## src/rtl/aes_loader_pkg.sv

```systemverilog
// Shared state type and sizing constants for the AES word loader.
package aes_loader_pkg;

   typedef enum logic [1:0] {
      IDLE   = 2'd0,
      LOAD   = 2'd1,
      RUN    = 2'd2,
      UNLOAD = 2'd3
   } loader_state_e;

   localparam int WORDS_PER_BLK = 4;
   localparam int SLOT_W        = 32;
   localparam int BLK_W         = SLOT_W * WORDS_PER_BLK;
   localparam int TMO_CNT_W     = 8;
   localparam int WORD_CNT_W    = 3;

   // Inbound word indices: 0..3 are key words, 4..7 are data words, MSW first.
   localparam logic [WORD_CNT_W-1:0] KEY_WORD_FIRST  = 3'd0;
   localparam logic [WORD_CNT_W-1:0] KEY_WORD_LAST   = 3'd3;
   localparam logic [WORD_CNT_W-1:0] DATA_WORD_FIRST = 3'd4;
   localparam logic [WORD_CNT_W-1:0] DATA_WORD_LAST  = 3'd7;
   localparam logic [1:0]            LAST_SLOT       = 2'(WORDS_PER_BLK - 1);

endpackage

```

## src/rtl/aes_word_shreg.sv

```systemverilog
// 128-bit register of four 32-bit slots (slot 0 = [127:96]) with per-slot write,
// full parallel load and a one-slot shift toward the MSW end.
module aes_word_shreg
   import aes_loader_pkg::*;
(
   input  logic              clk,
   input  logic              rst,
   input  logic              wr_en,
   input  logic [1:0]        wr_idx,
   input  logic [SLOT_W-1:0] wr_word,
   input  logic              ld_en,
   input  logic [BLK_W-1:0]  ld_val,
   input  logic              shift_en,
   output logic [BLK_W-1:0]  q
);

   always_ff @(posedge clk) begin
      if (rst) begin
         q <= '0;
      end else if (ld_en) begin
         q <= ld_val;
      end else if (shift_en) begin
         q <= {q[BLK_W-SLOT_W-1:0], {SLOT_W{1'b0}}};
      end else if (wr_en) begin
         case (wr_idx)
            2'd0:    q[127:96] <= wr_word;
            2'd1:    q[95:64]  <= wr_word;
            2'd2:    q[63:32]  <= wr_word;
            default: q[31:0]   <= wr_word;
         endcase
      end
   end

endmodule

```

## src/rtl/aes_word_loader.sv

```systemverilog
// Word-stream front end for AES_top: assembles key/data, runs the core, streams the result back.
// Optional build macro AES_KEY_REUSE_EN adds AES_key_keep to reuse the stored key for 4-word blocks.
module aes_word_loader
   import aes_loader_pkg::*;
#(
   parameter int TIMEOUT_CYC = 64,
   parameter int WORD_W      = 32
)(
   input  logic              AES_clk,
   input  logic              AES_rst,
   input  logic [WORD_W-1:0] AES_in_word,
   input  logic              AES_in_valid,
   output logic              AES_in_ready,
   output logic [WORD_W-1:0] AES_out_word,
   output logic              AES_out_valid,
   input  logic              AES_out_ready,
   output logic              AES_err,
   output logic              AES_en,
   output logic [127:0]      AES_key_in,
   output logic [127:0]      AES_data_in,
   input  logic [127:0]      AES_data_out,
   input  logic              AES_data_out_valid
`ifdef AES_KEY_REUSE_EN
   ,
   input  logic              AES_key_keep
`endif
);

   localparam logic [TMO_CNT_W-1:0] TMO_LAST = TMO_CNT_W'(TIMEOUT_CYC - 1);

   loader_state_e         state, state_next;
   logic [WORD_CNT_W-1:0] wcnt, wcnt_next;
   logic [TMO_CNT_W-1:0]  tcnt, tcnt_next;
   logic                  en_q, en_next;
   logic                  err_q, err_next;
   logic                  in_ready_q, in_ready_next;
   logic                  out_valid_q, out_valid_next;
   logic                  key_wr, data_wr, res_ld, res_shift;
   logic                  in_xfer, out_xfer, reuse_key;
   logic [1:0]            wr_idx;
   logic [BLK_W-1:0]      key_q, data_q, result_q;

`ifdef AES_KEY_REUSE_EN
   // A key counts as loaded once its last word has been written since reset.
   logic key_loaded;

   always_ff @(posedge AES_clk) begin
      if (AES_rst) begin
         key_loaded <= 1'b0;
      end else if (key_wr && (wr_idx == KEY_WORD_LAST[1:0])) begin
         key_loaded <= 1'b1;
      end
   end

   assign reuse_key = AES_key_keep && key_loaded;
`else
   assign reuse_key = 1'b0;
`endif

   always_ff @(posedge AES_clk) begin
      if (AES_rst) begin
         state       <= IDLE;
         wcnt        <= '0;
         tcnt        <= '0;
         en_q        <= 1'b0;
         err_q       <= 1'b0;
         in_ready_q  <= 1'b0;
         out_valid_q <= 1'b0;
      end else begin
         state       <= state_next;
         wcnt        <= wcnt_next;
         tcnt        <= tcnt_next;
         en_q        <= en_next;
         err_q       <= err_next;
         in_ready_q  <= in_ready_next;
         out_valid_q <= out_valid_next;
      end
   end

   // Handshake outputs are registered from the next state, so ready never looks at valid.
   always_comb begin
      state_next = state;
      wcnt_next  = wcnt;
      tcnt_next  = tcnt;
      en_next    = 1'b0;
      err_next   = 1'b0;
      key_wr     = 1'b0;
      data_wr    = 1'b0;
      res_ld     = 1'b0;
      res_shift  = 1'b0;
      wr_idx     = wcnt[1:0];
      in_xfer    = AES_in_valid && in_ready_q;
      out_xfer   = out_valid_q && AES_out_ready;

      case (state)
         IDLE: begin
            if (in_xfer) begin
               state_next = LOAD;
               wr_idx     = 2'd0;
               if (reuse_key) begin
                  data_wr   = 1'b1;
                  wcnt_next = DATA_WORD_FIRST + WORD_CNT_W'(1);
               end else begin
                  key_wr    = 1'b1;
                  wcnt_next = KEY_WORD_FIRST + WORD_CNT_W'(1);
               end
            end
         end
         LOAD: begin
            if (in_xfer) begin
               key_wr    = (wcnt <= KEY_WORD_LAST);
               data_wr   = !(wcnt <= KEY_WORD_LAST);
               wcnt_next = wcnt + WORD_CNT_W'(1);
               if (wcnt == DATA_WORD_LAST) begin
                  state_next = RUN;
                  en_next    = 1'b1;
                  wcnt_next  = '0;
                  tcnt_next  = '0;
               end
            end
         end
         RUN: begin
            // Core valid takes priority over a timeout landing on the same edge.
            if (AES_data_out_valid) begin
               res_ld     = 1'b1;
               state_next = UNLOAD;
            end else if (tcnt == TMO_LAST) begin
               err_next   = 1'b1;
               state_next = IDLE;
            end else begin
               tcnt_next = tcnt + TMO_CNT_W'(1);
               en_next   = 1'b1;
            end
         end
         UNLOAD: begin
            if (out_xfer) begin
               res_shift = 1'b1;
               wcnt_next = wcnt + WORD_CNT_W'(1);
               if (wcnt[1:0] == LAST_SLOT) begin
                  state_next = IDLE;
                  wcnt_next  = '0;
               end
            end
         end
         default: state_next = IDLE;
      endcase

      in_ready_next  = (state_next == IDLE) || (state_next == LOAD);
      out_valid_next = (state_next == UNLOAD);
   end

   aes_word_shreg u_key_reg (
      .clk      (AES_clk),
      .rst      (AES_rst),
      .wr_en    (key_wr),
      .wr_idx   (wr_idx),
      .wr_word  (AES_in_word),
      .ld_en    (1'b0),
      .ld_val   ('0),
      .shift_en (1'b0),
      .q        (key_q)
   );

   aes_word_shreg u_data_reg (
      .clk      (AES_clk),
      .rst      (AES_rst),
      .wr_en    (data_wr),
      .wr_idx   (wr_idx),
      .wr_word  (AES_in_word),
      .ld_en    (1'b0),
      .ld_val   ('0),
      .shift_en (1'b0),
      .q        (data_q)
   );

   // The result drains by shifting, so the outgoing word is always the top slot.
   aes_word_shreg u_result_reg (
      .clk      (AES_clk),
      .rst      (AES_rst),
      .wr_en    (1'b0),
      .wr_idx   (2'd0),
      .wr_word  ('0),
      .ld_en    (res_ld),
      .ld_val   (AES_data_out),
      .shift_en (res_shift),
      .q        (result_q)
   );

   assign AES_in_ready  = in_ready_q;
   assign AES_out_valid = out_valid_q;
   assign AES_out_word  = result_q[BLK_W-1 -: SLOT_W];
   assign AES_err       = err_q;
   assign AES_en        = en_q;
   assign AES_key_in    = key_q;
   assign AES_data_in   = data_q;

endmodule

```

## config.mk

```make
export PLATFORM = sky130hd
export DESIGN_NAME = aes_word_loader
export DESIGN_NICKNAME = d
export VERILOG_FILES = /design/src/rtl/aes_loader_pkg.sv /design/src/rtl/aes_word_shreg.sv /design/src/rtl/aes_word_loader.sv
export SDC_FILE = /design/constraint.sdc
export NUM_CORES = 1
export LEC_CHECK = 0
export ABC_AREA = 1
export BUFFER_PORTS_ARGS = -buffer_cell sky130_fd_sc_hd__buf_2
export CAP_MARGIN = 20
export CORE_MARGIN = 2
export CORE_UTILIZATION = 52
export CTS_CLUSTER_DIAMETER = 120
export DETAILED_ROUTE_END_ITERATION = 7
export HOLD_SLACK_MARGIN = 0.02
export PLACE_DENSITY = 0.89
export SLEW_MARGIN = 20
export SYNTH_ARGS = -nofsm -noshare
export SYNTH_HDL_FRONTEND = slang
export SYNTH_SLANG_ARGS = --single-unit
```

## constraint.sdc

```tcl
create_clock -name AES_clk -period 2.3 [get_ports AES_clk]
set_input_delay 0.46 -clock AES_clk [delete_from_list [all_inputs] [get_ports AES_clk]]
set_output_delay 0.46 -clock AES_clk [all_outputs]
set_load 0.05 [all_outputs]
```

---- Word-level counts from Yosys, hierarchy flattened ----
Index checks and enable logic that the tools add are counted.
word-level totals
  flip-flop bits (word level) ............. 401
  bits of input ports ..................... 165
  output and inout port bits .............. 292
operators by class
  add/subtract/negate cells ............... 2
  $lt $le $gt $ge ......................... 1
  eq/ne operators ......................... 16
  mux-type cells .......................... 38
  bitwise gates (word level) .............. 2
  reductions and logical operators ........ 22
operator list
  cell                   number
  $mux W128              2
  $mux W8                4
  $mux W2                9
  $pmux W8 S2            1
  $reduce_and A2 Y1      8
  $mux W3                5
  $mux W1                13
  $ne A2 B2 Y1 const B   6
  $eq A2 B2 Y1 const B   5
  $pmux W3 S3            1
  $add A8 B1 Y8 const B  1
  $eq A8 B6 Y1 const B   1
  $pmux W2 S4            1
  $eq A2 B1 Y1 const B   3
  $logic_not A2 Y1       3
  $reduce_or A3 Y1       2
  $reduce_and A5 Y1      1
  $pmux W1 S2            2
  $reduce_and A4 Y1      1
  $reduce_bool A2 Y1     2
  $add A3 B1 Y3 const B  1
  $eq A3 B3 Y1 const B   1
  $le A3 B2 Y1 const B   1
  $reduce_bool A3 Y1     1
  4 further kinds        6

---- Longest topological paths before layout ----
Gate-level depths: netlist of the first run.
  word-level depth ........................ 7
  gate-level depth with buffers ........... 12

---- Hierarchy ----
From an unflattened synthesis of the first run, not the netlist that was laid out.
second synthesis, totals
  cells, all modules ...................... 3512
  area total of the unflattened synthesis .. 22673.0 um2
modules (own cells, without submodules)
  module           instances  cells an instance  area each (um2)
  aes_word_shreg   3          1119               7211.9
  aes_word_loader  1          155                1037.2

---- Worst setup path after synthesis of the first run ----
No wires, ideal clock.
  kind .................................... flip-flop to flip-flop
  start ................................... register in_ready_q (netlist: AES_in_ready)
  end ..................................... register u_key_reg.q[100]
  setup time .............................. 116 ps
  data arrival time ....................... 1622 ps
  required time ........................... 2184 ps
  setup slack ............................. 562 ps
  cell stages (with the launch flop) ...... 11
  path through ............................ dfxtp_1 > nand2_2 > inv_2 > nand2_2 > nand2_1 > nand2_1 > inv_1 > nand2_4 > buf_4 > o21ai_0 > nor2_1
between the ends
  word-level cells in the longest chain between the ends .. 5
ends and longest elaborated chain
  item                             line                   source
  start, declared                  aes_word_loader.sv:36  logic in_ready_q, in_ready_next;
  start signal, assigned           aes_word_loader.sv:75  in_ready_q <= in_ready_next;
  $logic_and A1 B1 Y1 (*)          aes_word_loader.sv:92  in_xfer = AES_in_valid && in_ready_q;
  $mux W2                          aes_word_loader.sv:97  if (in_xfer) begin
  $mux W2                          aes_word_loader.sv:95  case (state)
  $logic_not A2 Y1                 aes_word_shreg.sv:25   case (wr_idx)
  $reduce_and A2 Y1 (no line) (*)  --
  end signal, assigned             aes_word_shreg.sv:21   q <= ld_val;
  end signal, assigned             aes_word_shreg.sv:23   q <= {q[BLK_W-SLOT_W-1:0], {SLOT_W{1'b0}}};
  end signal, assigned             aes_word_shreg.sv:26   2'd0: q[127:96] <= wr_word;
  end, declared                    aes_word_shreg.sv:14   output logic [BLK_W-1:0] q
Every way passes the cells marked *; elsewhere a longest branch is shown, timed or not.
A chain may end at the register's enable or synchronous reset.

---- Final worst setup path of the first run ----
  start ................................... register wcnt[0]
  end ..................................... register u_key_reg.q[74]
between the ends
  word-level cells in the longest chain between the ends .. 4
ends and longest elaborated chain
  item                                                line                                           source
  start, declared                                     aes_word_loader.sv:32                          logic [WORD_CNT_W-1:0] wcnt, wcnt_next;
  start signal, assigned                              aes_word_loader.sv:71                          wcnt <= wcnt_next;
  $le A3 B2 Y1 / $mux W2 (equally long branches)      aes_word_loader.sv:111, aes_word_loader.sv:97
  $mux W1 / $mux W2 (equally long branches)           aes_word_loader.sv:110, aes_word_loader.sv:95
  $pmux W1 S2 / $eq A2 B1 Y1 (equally long branches)  aes_word_loader.sv:95, aes_word_shreg.sv:25
  $reduce_and A2 Y1 (no line) (*)                     --
  end signal, assigned                                aes_word_shreg.sv:21
  end signal, assigned                                aes_word_shreg.sv:23
  end signal, assigned                                aes_word_shreg.sv:27                           2'd1: q[95:64] <= wr_word;
Marked as above.

==> results of run 1 <==
worst register-to-register path: cells and delay by family, from the launching register on:
kind | cells | cell delay, ns
buf+inv | 2 | 0.60
compound gates | 1 | 0.16
flops | 1 | 0.39
simple gates | 4 | 0.43
fa+ha+maj | 2 | 0.52
flip-flops by register name, indices dropped and copies added (netlist names):
| name | flops |
|---|---|
| state | 2 |
| u_key_reg.q | 128 |
| AES_err | 1 |
| u_result_reg.q | 128 |
| u_data_reg.q | 128 |
| AES_out_valid | 1 |
| tcnt | 8 |
| wcnt | 3 |
| AES_en | 1 |
| AES_in_ready | 1 |
area by class of cell:
| cell class | instances | area share (%) |
|---|---|---|
| clock inverters | 24 | 1.45 |
| multi-input cells | 1379 | 32.9 |
| diodes | 5 | 0.0661 |
| clock buffers | 51 | 5.88 |
| repair buffers | 482 | 13.8 |
| well taps | 390 | 2.58 |
| inverters | 42 | 0.879 |
| flip-flops and latches | 401 | 42.4 |
per-stage QoR:
step	util, %	instance area [um^2]	power, mW
3_3_place_gp	59.5	17500	12.6
6_report	64.4	18900	19.6
4_1_cts	64.2	18900	19.6
3_5_place_dp	59.5	17500	12.8
5_1_grt	64.4	18900	20.4
2_1_floorplan	-	15400	11.8
power groups by stage:
stage	logic, mW	clock network, mW	registers (mW)
global route	5.10	7.16	8.14
finish	4.71	6.81	8.07
detailed placement	4.59	0	8.20
floorplan	2.83	0	8.94
global placement	4.49	0	8.16
CTS	4.62	6.88	8.05
cells by family after synthesis:
group                    synth area share, %
flip-flops                              52.0
AO/OA/AOI/OAI                           16.2
buffers and inverters                   7.61
adder cells (fa/ha/maj)                0.730
AND/OR/NAND/NOR                         23.5
worst max path at each step:
stage,from,endpoint,slack (ns)
floorplan,AES_in_ready,u_key_reg.q[100],0.56
global placement,state[0],u_result_reg.q[65],0.26
detailed placement,wcnt[0],u_key_reg.q[114],0.14
CTS,wcnt[0],u_key_reg.q[114],0.12
global route,state[0],u_result_reg.q[50],0.06
finish,wcnt[0],u_key_reg.q[74],0.13
layer usage:
metal	GRT usage, %	up-vias	part of all wire [%]
met5	0	-	0.022
met4	19.1	2	6.3
met3	6.72	244	10
met2	49.3	1047	46
met1	35.7	7089	37
li1	-	7188	-
cells in the final DEF (no fill, tap or decap), drive strengths merged:
| cell type | netlist | routed |
|---|---|---|
| a311oi | 64 | 64 |
| buf | 110 | 481 |
| nand3b | 1 | 1 |
| diode | 0 | 5 |
| clkinvlp | 0 | 4 |
| nand2 | 304 | 304 |
| nand3 | 15 | 15 |
| a31oi | 32 | 32 |
| bufinv | 0 | 5 |
| inv | 42 | 43 |
| a21oi | 43 | 43 |
| dfxtp | 401 | 401 |
| o21ai | 301 | 301 |
| clkinv | 0 | 14 |
| nor3 | 2 | 2 |
| ha | 9 | 9 |
| nand4 | 2 | 2 |
| clkbuf | 63 | 52 |
| nor2 | 606 | 606 |
==> impl_metrics.yaml, run 1 <==
critical_path:
  worst_setup_path_start_kind: "flop"
  worst-r2r-cell-count: 9
  regToRegStartpoint: "wcnt[0]"
  required_ns: 2.75
  path_cells: "ha_1 > ha_1 > a21oi_4 > inv_2 > nand2_8 > nor2_4 > inv_2 > nor2_1 > nor2_1"
  maximum_fanout_along_the_worst_path: 32
  rr_endpoint: "u_key_reg.q[74]"
  worst-setup-path-type: "reg2reg"
  worst-path-stages: 9
  arrival_ns: 2.62
  r2r_slack_ns: 0.13
  critical-path-slowest-cell: "sky130_fd_sc_hd__inv_2"
  crit_buf_inv: 2
  critical_path.max_stage_delay_ns: 0.52
  endpoint_kind: "flop"
  worst_path_dominant_cell_family: "buffers and inverters"
route:
  drcViolationCount: 0
  detail_route.first_pass.iterations: 6
  routed_wirelength_um: 49600
  drt-wirelength-per-cell_um: 17.9
  detailedRoute.firstIterationViolations: 1678
  viasPerCell: 5.61
  via_count: 15570
  ant_nets: 0
floorplanning:
  die_w_um: 176
  fp.dieArea_um2: 31100
  ios: 457
  initial_utilization_pct: 52.5
  core_area_um2: 29400
  die_ht_um: 176
  num_rows: 63
synth:
  synth.cell_area_um2: 15400
  synth_fp_nets: 2169
  synth_common_cells: "sky130_fd_sc_hd__nor2_1 (598), sky130_fd_sc_hd__dfxtp_1 (401), sky130_fd_sc_hd__nand2_1 (294)"
  seq_area_frac_synth_pct: 52.0
  synth.yosys.warnings: 0
  synth_top_area_cell: "sky130_fd_sc_hd__dfxtp_1"
  flops_latches_synth: 401
  synthesis.area_per_instance_um2: 7.74
  ys.flop_type: "sky130_fd_sc_hd__dfxtp_1"
  number_of_enable_type_register_cells_in_the_synthesized_netlist: 0
  largest_cells_by_area_after_synthesis: "sky130_fd_sc_hd__dfxtp_1 (52%), sky130_fd_sc_hd__nor2_1 (15%), sky130_fd_sc_hd__o21ai_0 (8.9%)"
  synth_async_sr_flop_share_pct: 0
  netlist-cell-type-count: 27
  synthMostInstantiatedCell: "sky130_fd_sc_hd__nor2_1"
  netlist_instances: 1995
  synthDominantCellAreaShare_pct: 52.0
finish:
  share_of_post_route_cells_with_drive_strength_above_1_pct: 24.7
  post_layout_nonfiller_instances: 2774
  area_growth_from_synthesis_to_layout_pct: 22.7
  register_area_um2: 8030
  finalNetCount: 2521
  multi_input_area_um2: 6240
  fillers: 2298
global_route:
  grt_max_degree: 131
  grt.total_usage_pct: 30.0
  grt_pass1_wl_um: 74900
  overflow: 0
  antenna_found_initial: 5
  grt_pass1_vias: 14347
clock_network:
  clkTransAtPathRegs_ns: 0.06
  max-clock-path-buffers: 3
  postCtsSetupBuffers: 0
  tritoncts_clock_tree: "built"
  cts_sinks: 401
  ctsHoldBuffers: 0
  post_cts_resize_count: 0
  clock-root-buffer: "sky130_fd_sc_hd__clkbuf_16"
  tritoncts.num_buffers: 41
  clock_insertion_delay_worst_skew_ns: 0.52
  cts_max_level: 2
hold_path:
  whs_path_depth: 2
  hold_path_class: "in2reg"
  hold_start: "AES_data_out_valid"
  min_delay_worst_endpoint: "AES_err"
sta:
  max_clock_freq_mhz: 461
  setup_violations: 0
  clock_skew_ns: 0.0140
  min_period_ns: 2.17
  max-slew-margin-rel_pct: 52.5
  timing_worst_slew_pin_value_ns: 0.712
  final.hold.worst_slack_ns: 0.178
  final_critical_path_setup_slack_ns: 0.129
  slew_viol_final: 0
  final.period_utilization_pct: 94.4
  finalHoldViolations: 0
  finalSetupTns_ns: 0
  rsz0062_at_grt: "false"
placement:
  place.gp.congestion: 0.934
  place_inst: 2693
  numPortBuffers: 456
  estimated_wirelength_of_the_detail_placed_design_um: 33300
  post-place-ws_ns: 0.138
pwr:
  p_leak_nw: 8.62
  reported_net_switching_power_mw: 6.69
  internal_power_mw: 12.9
  share_seq_of_total_power_pct: 41.2
  power_per_cell_area_nw_per_um2: 1030
  peakVddDrop_uv: 618
  sw_frac_of_total_pct: 34.1
  power.clock.fraction_pct: 34.8
  power.share.combinational_pct: 24.0
status:
  run_status: "complete, no violations"
run:
  max_cap_violations: 0
(Power assumes the default switching activity.)
==> inputs of run 2 (changes only) <==
- ABC_AREA: 1 -> default
- CTS_CLUSTER_SIZE: default -> 16
==> impl_metrics.yaml, run 2 <==
critical_path:
  regToRegStartpoint: "wcnt[0]"
  maximum_fanout_along_the_worst_path: 16
  worst-r2r-cell-count: 8
  required_ns: 2.72
  rr_endpoint: "u_data_reg.q[103]"
  worst-setup-path-type: "reg2reg"
  r2r_slack_ns: 0.13
  arrival_ns: 2.59
  endpoint_kind: "flop"
  worst_setup_path_start_kind: "flop"
clock_network:
  clkTransAtPathRegs_ns: 0.08
  cts_sinks: 401
  clock-root-buffer: "sky130_fd_sc_hd__clkbuf_16"
  tritoncts.num_buffers: 29
  max-clock-path-buffers: 3
  cts_max_level: 1
  tritoncts_clock_tree: "built"
  clock_insertion_delay_worst_skew_ns: 0.57
finish:
  most_common_cell_after_layout_fill_and_taps_aside: "sky130_fd_sc_hd__nand2_1"
  stdcell_area_um2: 18600
  fillers: 2338
  multi_input_area_um2: 6400
  area_growth_from_synthesis_to_layout_pct: 20.3
  share_of_post_route_cells_with_drive_strength_above_1_pct: 24.7
  register_area_um2: 8030
  reg.largest.list: "u_data_reg.q: 128 flops, u_key_reg.q: 128 flops, u_result_reg.q: 128 flops"
  layout.cells.most_common_list: "sky130_fd_sc_hd__nand2_1 (648), sky130_fd_sc_hd__buf_2 (455), sky130_fd_sc_hd__dfxtp_1 (400), sky130_fd_sc_hd__a21oi_1 (230), sky130_fd_sc_hd__nor2_1 (172)"
  finalNetCount: 2419
synth:
  flops_latches_synth: 401
  seq_area_frac_synth_pct: 51.9
  synthesis.area_per_instance_um2: 8.04
  number_of_enable_type_register_cells_in_the_synthesized_netlist: 0
  netlist-cell-type-count: 51
  synthMostInstantiatedCell: "sky130_fd_sc_hd__nand2_1"
  synth_fp_nets: 2096
  synth.yosys.warnings: 0
  synth_async_sr_flop_share_pct: 0
  netlist_instances: 1922
  synthDominantCellAreaShare_pct: 51.9
  synth.cell_area_um2: 15500
  synth_top_area_cell: "sky130_fd_sc_hd__dfxtp_1"
  ys.flop_type: "sky130_fd_sc_hd__dfxtp_1"
  synth_common_cells: "sky130_fd_sc_hd__nand2_1 (650), sky130_fd_sc_hd__dfxtp_1 (401), sky130_fd_sc_hd__a21oi_1 (231)"
  largest_cells_by_area_after_synthesis: "sky130_fd_sc_hd__dfxtp_1 (52%), sky130_fd_sc_hd__nand2_1 (16%), sky130_fd_sc_hd__a21oi_1 (7.5%)"
sta:
  slew_viol_final: 0
  final_critical_path_setup_slack_ns: 0.130
  clock_skew_ns: 0.0329
  finalSetupTns_ns: 0
  max-slew-margin-rel_pct: 48.8
  final.period_utilization_pct: 94.3
  finalHoldViolations: 0
  min_period_ns: 2.17
  rsz0062_at_grt: "false"
  timing_worst_slew_pin_value_ns: 0.767
  setup_violations: 0
  final.hold.worst_slack_ns: 0.149
  max_clock_freq_mhz: 461
pwr:
  total_power_mw: 12.2
  peakVddDrop_uv: 564
  p_leak_nw: 7.28
  power_per_cell_area_nw_per_um2: 658
hold_path:
  min_delay_worst_endpoint: "u_result_reg.q[26]"
  hold_start: "AES_data_out[26]"
  hold_path_class: "in2reg"
  whs_path_depth: 3
placement:
  numPortBuffers: 456
  post-place-ws_ns: 0.0559
  placedInstanceArea_um2: 17800
  estimated_wirelength_of_the_detail_placed_design_um: 32600
  place.gp.congestion: 0.888
global_route:
  grt_pass1_wl_um: 73600
  grt.total_usage_pct: 29.3
  antenna_found_initial: 6
  overflow: 0
  grt_pass1_vias: 14189
  grt_max_degree: 111
route:
  drcViolationCount: 0
  via_count: 14906
  detail_route.first_pass.iterations: 8
  drt-wirelength-per-cell_um: 18.5
  viasPerCell: 5.64
  ant_nets: 0
  detailedRoute.firstIterationViolations: 1423
  routed_wirelength_um: 48800
run:
  max_cap_violations: 0
floorplanning:
  die_ht_um: 176
  num_rows: 63
  die_w_um: 176
  core_area_um2: 29500
  initial_utilization_pct: 52.4
  ios: 457
  fp.dieArea_um2: 31100
status:
  run_status: "complete, no violations"
run 2: changes by cell type after synthesis, sizes merged, moves of 33 or more:
cell,change
mux2i,+33
inv,-33
nand2,+346
nor2,-428
a21oi,+189
clkbuf,+54
o21ai,-294
run 2: critical path: stages (launching register included):
cell and delay, ns:
sky130_fd_sc_hd__dfxtp_1 0.32, sky130_fd_sc_hd__ha_1 0.20, sky130_fd_sc_hd__ha_1 0.26, sky130_fd_sc_hd__or2_4 0.32, sky130_fd_sc_hd__nor4_4 0.20, sky130_fd_sc_hd__buf_4 0.18
sky130_fd_sc_hd__clkbuf_16 0.22, sky130_fd_sc_hd__mux2i_1 0.23, sky130_fd_sc_hd__nor2_1 0.06
run 2: cells by family after synthesis:
family                     Yosys count  share of synthesized area (%)
AOI/OAI and AO/OA                  389                           15.9
xor gates and xnor gates             3                          0.170
muxes                               34                           2.21
DFF                                401                           51.9
and+or+nand+nor                    867                           21.8
adders and majority gates            9                          0.728
buffers and inverters              219                           7.24
run 2: where the power goes:
group          leakage, nW  internal, mW  switching (mW)
Combinational         3.67         0.194           0.460
Sequential            3.23          6.97          0.0187
Clock                0.370          2.25            2.34
Total                 7.28          9.41            2.82
run 2: worst max-delay path by stage:
stage                     slack [ns]                 to     start  cells past startpoint
after floorplan                 0.12  u_data_reg.q[100]   wcnt[1]                      8
after global placement          0.16  u_data_reg.q[100]   wcnt[0]                      7
after detailed placement        0.06   u_data_reg.q[98]   wcnt[2]                      7
after CTS                       0.01   u_data_reg.q[98]   wcnt[2]                      7
after global routing            0.01   u_data_reg.q[74]  state[0]                      7
final                           0.13  u_data_reg.q[103]   wcnt[0]                      8
run 2: through the flow:
stage,cells,utilization [%]
floorplan,1922,-
global placement,2600,60.3
detailed placement,2600,60.3
CTS,2632,62.8
global route,2642,63.1
finish,2642,63.1
run 2: timing repair:
action / CTS / global route
endpoints found under the hold margin: 0 / 0
setup endpoints to repair: 0 / 129
gates resized for setup: 0 / 7
setup buffers: 0 / 2
hold buffers: 0 / 0
run 2: cell type report:
| cell class | count | area share, % |
|---|---|---|
| Sequential cell | 401 | 43.2 |
| Timing Repair Buffer | 501 | 15.5 |
| Antenna cell | 6 | 0.0807 |
| Multi-Input combinational cell | 1303 | 34.4 |
| Tap cell | 390 | 2.62 |
| Clock inverter | 2 | 0.135 |
| Inverter | 9 | 0.182 |
| Clock buffer | 30 | 3.92 |
run 2: metal layers:
layer / routed length, um / part of all wire [%] / vias to the layer above / global-route usage [%]
met5: 0 / 0 / - / 0
met4: 2110 / 4.3 / 0 / 15.6
li1: - / - / 6948 / -
met3: 5010 / 10 / 158 / 5.88
met1: 18400 / 38 / 6908 / 35.3
met2: 23400 / 48 / 892 / 49.4
